`src/rtl/core_pkg.sv`:
```
// Shared core definitions: datapath widths, control bundle layout and
// forward-select encodings used by the forwarding unit and EX stage.
package core_pkg;

    localparam int XLEN   = 32;
    localparam int CTRL_W = 16;

    localparam int CTRL_ALU_OP_LSB = 0;
    localparam int CTRL_ALU_OP_W   = 4;
    localparam int CTRL_MEM_READ   = 4;
    localparam int CTRL_MEM_WRITE  = 5;
    localparam int CTRL_REG_WRITE  = 6;
    localparam int CTRL_CSR        = 7;
    localparam int CTRL_BRANCH     = 8;
    localparam int CTRL_JUMP       = 9;

    typedef logic [1:0] fwd_sel_t;

    localparam fwd_sel_t FWD_REG   = 2'b00;
    localparam fwd_sel_t FWD_MEMWB = 2'b01;
    localparam fwd_sel_t FWD_EXMEM = 2'b10;
    localparam fwd_sel_t FWD_MEM2  = 2'b11;

endpackage

```
`src/rtl/ex_operand_stage_fwd_operand_mux.sv`:
```
// Resolves one EX source operand from the held register value or a
// forwarding tap; reads of x0 always yield zero.
module fwd_operand_mux #(
    parameter int XLEN = core_pkg::XLEN
) (
    input  logic [1:0]      sel,
    input  logic [4:0]      reg_addr,
    input  logic [XLEN-1:0] held,
    input  logic [XLEN-1:0] exmem,
    input  logic [XLEN-1:0] mem2,
    input  logic [XLEN-1:0] memwb,
    output logic [XLEN-1:0] operand
);
    import core_pkg::*;

    always_comb begin
        operand = held;
        if (reg_addr == 5'd0) begin
            operand = '0;
        end else begin
            case (sel)
                FWD_MEMWB: operand = memwb;
                FWD_EXMEM: operand = exmem;
                FWD_MEM2:  operand = mem2;
                default:   operand = held;
            endcase
        end
    end

endmodule

```
`src/rtl/ex_operand_stage.sv`:
```
// ID/EX pipeline register with forwarded operand resolution and
// stall-time refresh of held operands from active forwarding paths.
module ex_operand_stage #(
    parameter int XLEN   = core_pkg::XLEN,
    parameter int CTRL_W = core_pkg::CTRL_W
) (
    input  logic              clk,
    input  logic              rst,
    input  logic              id_valid,
    input  logic [XLEN-1:0]   id_pc,
    input  logic [4:0]        id_rs1_addr,
    input  logic [4:0]        id_rs2_addr,
    input  logic [4:0]        id_rd,
    input  logic [XLEN-1:0]   id_rs1_data,
    input  logic [XLEN-1:0]   id_rs2_data,
    input  logic [XLEN-1:0]   id_imm,
    input  logic [CTRL_W-1:0] id_ctrl,
    input  logic              stall,
    input  logic              flush,
    input  logic [1:0]        forward_a,
    input  logic [1:0]        forward_b,
    input  logic [XLEN-1:0]   exmem_fwd_data,
    input  logic [XLEN-1:0]   mem2_fwd_data,
    input  logic [XLEN-1:0]   memwb_fwd_data,
    output logic              ex_valid,
    output logic [XLEN-1:0]   ex_pc,
    output logic [4:0]        ex_rs1_addr,
    output logic [4:0]        ex_rs2_addr,
    output logic [4:0]        ex_rd,
    output logic [XLEN-1:0]   ex_imm,
    output logic [CTRL_W-1:0] ex_ctrl,
    output logic [XLEN-1:0]   ex_op_a,
    output logic [XLEN-1:0]   ex_op_b,
    output logic [31:0]       stall_cycles
);
    import core_pkg::*;

    logic [XLEN-1:0] held_a;
    logic [XLEN-1:0] held_b;

    fwd_operand_mux #(.XLEN(XLEN)) u_mux_a (
        .sel      (forward_a),
        .reg_addr (ex_rs1_addr),
        .held     (held_a),
        .exmem    (exmem_fwd_data),
        .mem2     (mem2_fwd_data),
        .memwb    (memwb_fwd_data),
        .operand  (ex_op_a)
    );

    fwd_operand_mux #(.XLEN(XLEN)) u_mux_b (
        .sel      (forward_b),
        .reg_addr (ex_rs2_addr),
        .held     (held_b),
        .exmem    (exmem_fwd_data),
        .mem2     (mem2_fwd_data),
        .memwb    (memwb_fwd_data),
        .operand  (ex_op_b)
    );

    // While stalled, latching the resolved operand keeps a producer's value
    // after it retires from WB; for x0 the operand is zero either way.
    always_ff @(posedge clk) begin
        if (rst) begin
            ex_valid     <= 1'b0;
            ex_pc        <= '0;
            ex_rs1_addr  <= '0;
            ex_rs2_addr  <= '0;
            ex_rd        <= '0;
            ex_imm       <= '0;
            ex_ctrl      <= '0;
            held_a       <= '0;
            held_b       <= '0;
            stall_cycles <= '0;
        end else if (flush) begin
            ex_valid     <= 1'b0;
            ex_pc        <= '0;
            ex_rs1_addr  <= '0;
            ex_rs2_addr  <= '0;
            ex_rd        <= '0;
            ex_imm       <= '0;
            ex_ctrl      <= '0;
            held_a       <= '0;
            held_b       <= '0;
        end else if (stall) begin
            if (forward_a != FWD_REG) begin
                held_a <= ex_op_a;
            end
            if (forward_b != FWD_REG) begin
                held_b <= ex_op_b;
            end
            if (ex_valid) begin
                stall_cycles <= stall_cycles + 32'd1;
            end
        end else begin
            ex_valid     <= id_valid;
            ex_pc        <= id_pc;
            ex_rs1_addr  <= id_rs1_addr;
            ex_rs2_addr  <= id_rs2_addr;
            ex_rd        <= id_rd;
            ex_imm       <= id_imm;
            ex_ctrl      <= id_ctrl;
            held_a       <= id_rs1_data;
            held_b       <= id_rs2_data;
        end
    end

endmodule

```
`config.mk`:
```
export PLATFORM = sky130hd
export DESIGN_NAME = ex_operand_stage
export DESIGN_NICKNAME = d
export VERILOG_FILES = /design/src/rtl/core_pkg.sv /design/src/rtl/ex_operand_stage_fwd_operand_mux.sv /design/src/rtl/ex_operand_stage.sv
export SDC_FILE = /design/constraint.sdc
export NUM_CORES = 1
export LEC_CHECK = 0
export CAP_MARGIN = 20
export CORE_AREA = 2 2 175 177
export DETAILED_ROUTE_END_ITERATION = 10
export DIE_AREA = 0 0 177 179
export PLACE_DENSITY = 0.68
export SYNTH_ARGS = -nofsm -noshare
export SYNTH_HDL_FRONTEND = slang
export SYNTH_HIERARCHICAL = 1
export SYNTH_SLANG_ARGS = --single-unit
```
`constraint.sdc`:
```
create_clock -name clk -period 4.9 [get_ports clk]
set_input_delay 0.98 -clock clk [delete_from_list [all_inputs] [get_ports clk]]
set_output_delay 0.98 -clock clk [all_outputs]
set_load 0.05 [all_outputs]
```
==> results.env, run 1 <==
SYNTHDISTINCTLIBCELLS=38
TRITONCTS='built'
N_DIODES=0
IO-PIN-COUNT=456
HOLD_VIOLATIONS=0
SYN_AREA_SQ_UM=9860
HTREE_NUM_LEVELS=4
GRT_FIRST_PASS_WIRELENGTH_UM=53100
SYNTH.NET_COUNT=1205
DP.CELLS=1724
REPORT.FINAL.SETUP_VIOL=0
MAXIMUM_CELL_STAGE_DELAY_ALONG_THE_CRITICAL_PATH_NS=0.78
ROUTE.DETAILED.WL_PER_INST_UM=20.4
CRIT_ARRIVAL_NS=3.21
LAYOUT_COMMONEST_CELL='sky130_fd_sc_hd__clkdlybuf4s50_1'
TIMING.MAX_CAP.VIOLATIONS=0
POSTLAYOUTSETUPSLACKWORST_NS=0.711
TIMING.FINAL.CRIT_PERIOD_NS=4.19
CRITICAL_PATH_PEAK_FANOUT=18
CTS.ROOT.BUFFER_CELL='sky130_fd_sc_hd__clkbuf_16'
CP-END-KIND='output pin'
TIMING.REG2REG.WORST_PATH_DEPTH=4
POWER_DENSITY_nW_PER_UM2=273
DETAIL_ROUTE.DRC_VIOLATIONS=0
HOLD_WC_PATH_TYPE='register to register'
DETAIL_ROUTE.FIRST_PASS.ITERATIONS=5
GRT_SETUP_UNREPAIRED='no'
DETAIL_ROUTE.WIRELENGTH_UM=35800
CTSRESIZECOUNT=0
POST_SYNTH_ARST_SHARE_PCT=0
DP_HPWL_UM=26200
WORSTREG2REGEND='stall_cycles[19]'
MAX_CLOCK_FREQ_MHz=239
GRTUSAGETOTAL_PCT=21.9
WORSTPATHREQUIRED_NS=3.92
FLOORPLAN.DIE.WIDTH_UM=177
FINALCRITPERIODSHARE_PCT=85.5
MULTIINPUTGATEAREA_SQ_UM=5570
TIMING.MAX_SLEW.REL_SLACK_PCT=28.2
GRT_MAX_DEGREE=92
LEAKAGEPOWER_nW=5.84
HIGHEST_COUNT_CELLS_IN_THE_LAYOUT_IGNORING_FILL_AND_TAPS='sky130_fd_sc_hd__clkdlybuf4s50_1, sky130_fd_sc_hd__dfxtp_1, sky130_fd_sc_hd__nor2_1, sky130_fd_sc_hd__mux2i_1, sky130_fd_sc_hd__a211oi_1'
GPL.FINAL_WEIGHTED_CONGESTION=0.897
CTS.SINKS=192
SYNTH-SEQ-AREA-SHARE_PCT=39.0
CLOCK_LATENCY_NS=0.44
VIAS=9075
TIMING.CRITICAL_PATH.SLOWEST_STAGE_CELL='sky130_fd_sc_hd__clkdlybuf4s50_1'
REG2REG_SLACK_NS=2.52
TIMING.CRITICAL_PATH.CELLS='buf_2 -> buf_4 -> mux4_2 -> a21boi_0 -> clkdlybuf4s50_1'
SYNTHCELLS=940
TIMING.SETUP.CRITICAL_PATH_CLASS='input pin to output pin'
SETUP.WORST_PATH.START_CLASS='input pin'
OUTCOME='complete, no violations'
GRT_PASS1_VIAS=8925
BUFFER_PORTS.INSERTED=455
WHS_PATH_DEPTH=2
CRITICAL_PATH.TOP_DELAY_FAMILY='buffers and inverters'
CRITPATHLAUNCH='forward_a[0]'
SYN-MEAN-INSTANCE-AREA_SQ_UM=10.5
HOLD_PATH_STARTPOINT='stall_cycles[31]'
DRIVE_GT1_SHARE_PCT=9.26
REGAREA_SQ_UM=3840
FIN_CELLS=1756
CTS_HOLD_BUFFERS=0
FINAL.SETUP.TNS_NS=0
WORST-SLEW-PIN-TRANSITION_NS=1.08
YOSYS_WARNINGS=6
REGTOREGSTARTPOINT='stall_cycles[3]'
FILLERS=2744
YOSYS_MOST_USED_DFF='sky130_fd_sc_hd__dfxtp_1'
DIE-AREA_SQ_UM=31700
POST_CTS.REPAIR.SETUP_BUFFERS=0
NUM_ROWS=64
GLOBALROUTEOVERFLOWTOTAL=0
HOLD-PATH-ENDPOINT='stall_cycles[31]'
PATH_CLK_SLEW_NS=0.07
DR.FIRST_ITER.DRC_COUNT=570
FINAL_NET_COUNT=1612
DPL_WORST_SLACK_NS=0.704
ANTENNA_FOUND_INITIAL=0
START_UTIL_PCT=32.8
DRT_ANTENNA_NET_COUNT=0
VIAS_PER_CELL=5.17
CTS-BUFFERS-INSERTED=17
WORST-PATH-BUF-INV=3
HOLD_SLACK_NS=0.486
SYNTH_EDF_COUNT=0
DESIGN.CORE.AREA_SQ_UM=30000
REGISTER_BIT_TOTAL_FROM_SYNTHESIS=192
AREA_DELTA_SYNTH_FINAL_PCT=54.9
IRDROPWORSTVDD_mV=0.215
FINCLKSKEW_NS=0.0178
TIMING_MAX_TRANSITION_VIOLATIONS_FINAL=0
CHIPHEIGHT_UM=179
MAX-CLOCK-PATH-BUFFERS=2
==> cell type report <==
type	instances	share of cell area, %
Tap cell	396	3.25
Timing Repair Buffer	473	30.9
Inverter	4	0.0983
Clock inverter	15	1.34
Clock buffer	17	2.79
Sequential cell	192	25.2
Multi-Input combinational cell	659	36.5
==> worst max-delay path by stage <==
stage | endpoint | slack [ns] | cells after the start
2_1_floorplan | ex_op_a[11] | 1.17 | 4
5_1_grt | ex_op_b[13] | 0.59 | 5
3_5_place_dp | ex_op_a[3] | 0.70 | 4
4_1_cts | ex_op_a[3] | 0.69 | 4
6_report | ex_op_a[27] | 0.71 | 5
3_3_place_gp | ex_op_a[26] | 0.71 | 5
==> where the power goes <==
part	switching, mW	internal [mW]	leakage [nW]
Sequential	0.0294	1.61	1.56
Combinational	0.542	0.488	3.97
Clock	0.681	0.822	0.299
Total	1.25	2.92	5.84
==> sequential cells by signal, indices dropped and copies added, names as in the netlist <==
| register | count |
|---|---|
| ex_imm | 32 |
| ex_valid | 1 |
| held_b | 32 |
| ex_rs1_addr | 5 |
| held_a | 32 |
| ex_ctrl | 16 |
| ex_rd | 5 |
| ex_rs2_addr | 5 |
| stall_cycles | 32 |
| ex_pc | 32 |
==> synthesized netlist by cell type (all sizes together) (5+ instances only) <==
| master | count | area share (%) |
|---|---|---|
| nand4 | 11 | 0.76 |
| a211oi | 64 | 4.9 |
| nand3 | 9 | 0.46 |
| nor2 | 177 | 6.7 |
| mux2i | 161 | 16 |
| nand2 | 14 | 0.53 |
| buf | 30 | 2.5 |
| dfxtp | 192 | 39 |
| a21oi | 17 | 0.86 |
| mux4 | 64 | 15 |
| nor4 | 7 | 0.57 |
| xnor2 | 5 | 0.44 |
| or4 | 14 | 1.1 |
| and3 | 5 | 0.32 |
| a21boi | 64 | 4.9 |
| xor2 | 6 | 0.53 |
| clkbuf | 55 | 2.1 |
| o31ai | 13 | 0.99 |
==> worst min-delay path, stage by stage, from the launching register on <==
cell and delay [ns]:
sky130_fd_sc_hd__dfxtp_1 0.33, sky130_fd_sc_hd__o31ai_1 0.06, sky130_fd_sc_hd__a21oi_1 0.05
==> per-stage QoR <==
step           total power, mW  util [%]  area, sq um
2_1_floorplan             2.26         -         9860
3_3_place_gp              2.70      48.7        14600
3_5_place_dp              2.71      48.7        14600
4_1_cts                   4.22      50.8        15300
5_1_grt                   4.34      50.8        15300
6_report                  4.17      50.8        15300
==> per-layer routing <==
| metal | GRT usage [%] | vias to the layer above | share of wire [%] |
|---|---|---|---|
| li1 | - | 4300 | - |
| met1 | 25.7 | 4355 | 40 |
| met2 | 38.4 | 377 | 50 |
| met3 | 6.49 | 43 | 8.4 |
| met4 | 6.99 | 0 | 2.2 |
| met5 | 0 | - | 0 |
==> logic make-up after synthesis <==
group | Yosys count | share of synthesized area (%)
simple gates | 257 | 11.9
mux | 228 | 31.5
flops | 192 | 39.0
compound gates | 162 | 11.8
buf+inv | 89 | 4.72
xor+xnor | 11 | 0.978
fa+ha+maj | 1 | 0.127
(Power assumes the default switching activity.)
==> run 2, diff against run 1 <==
SETUP_SLACK_MARGIN = 0.4   (was default)
==> results of run 2 <==
Final layout, timing and power as in run 1 (identical DEF).
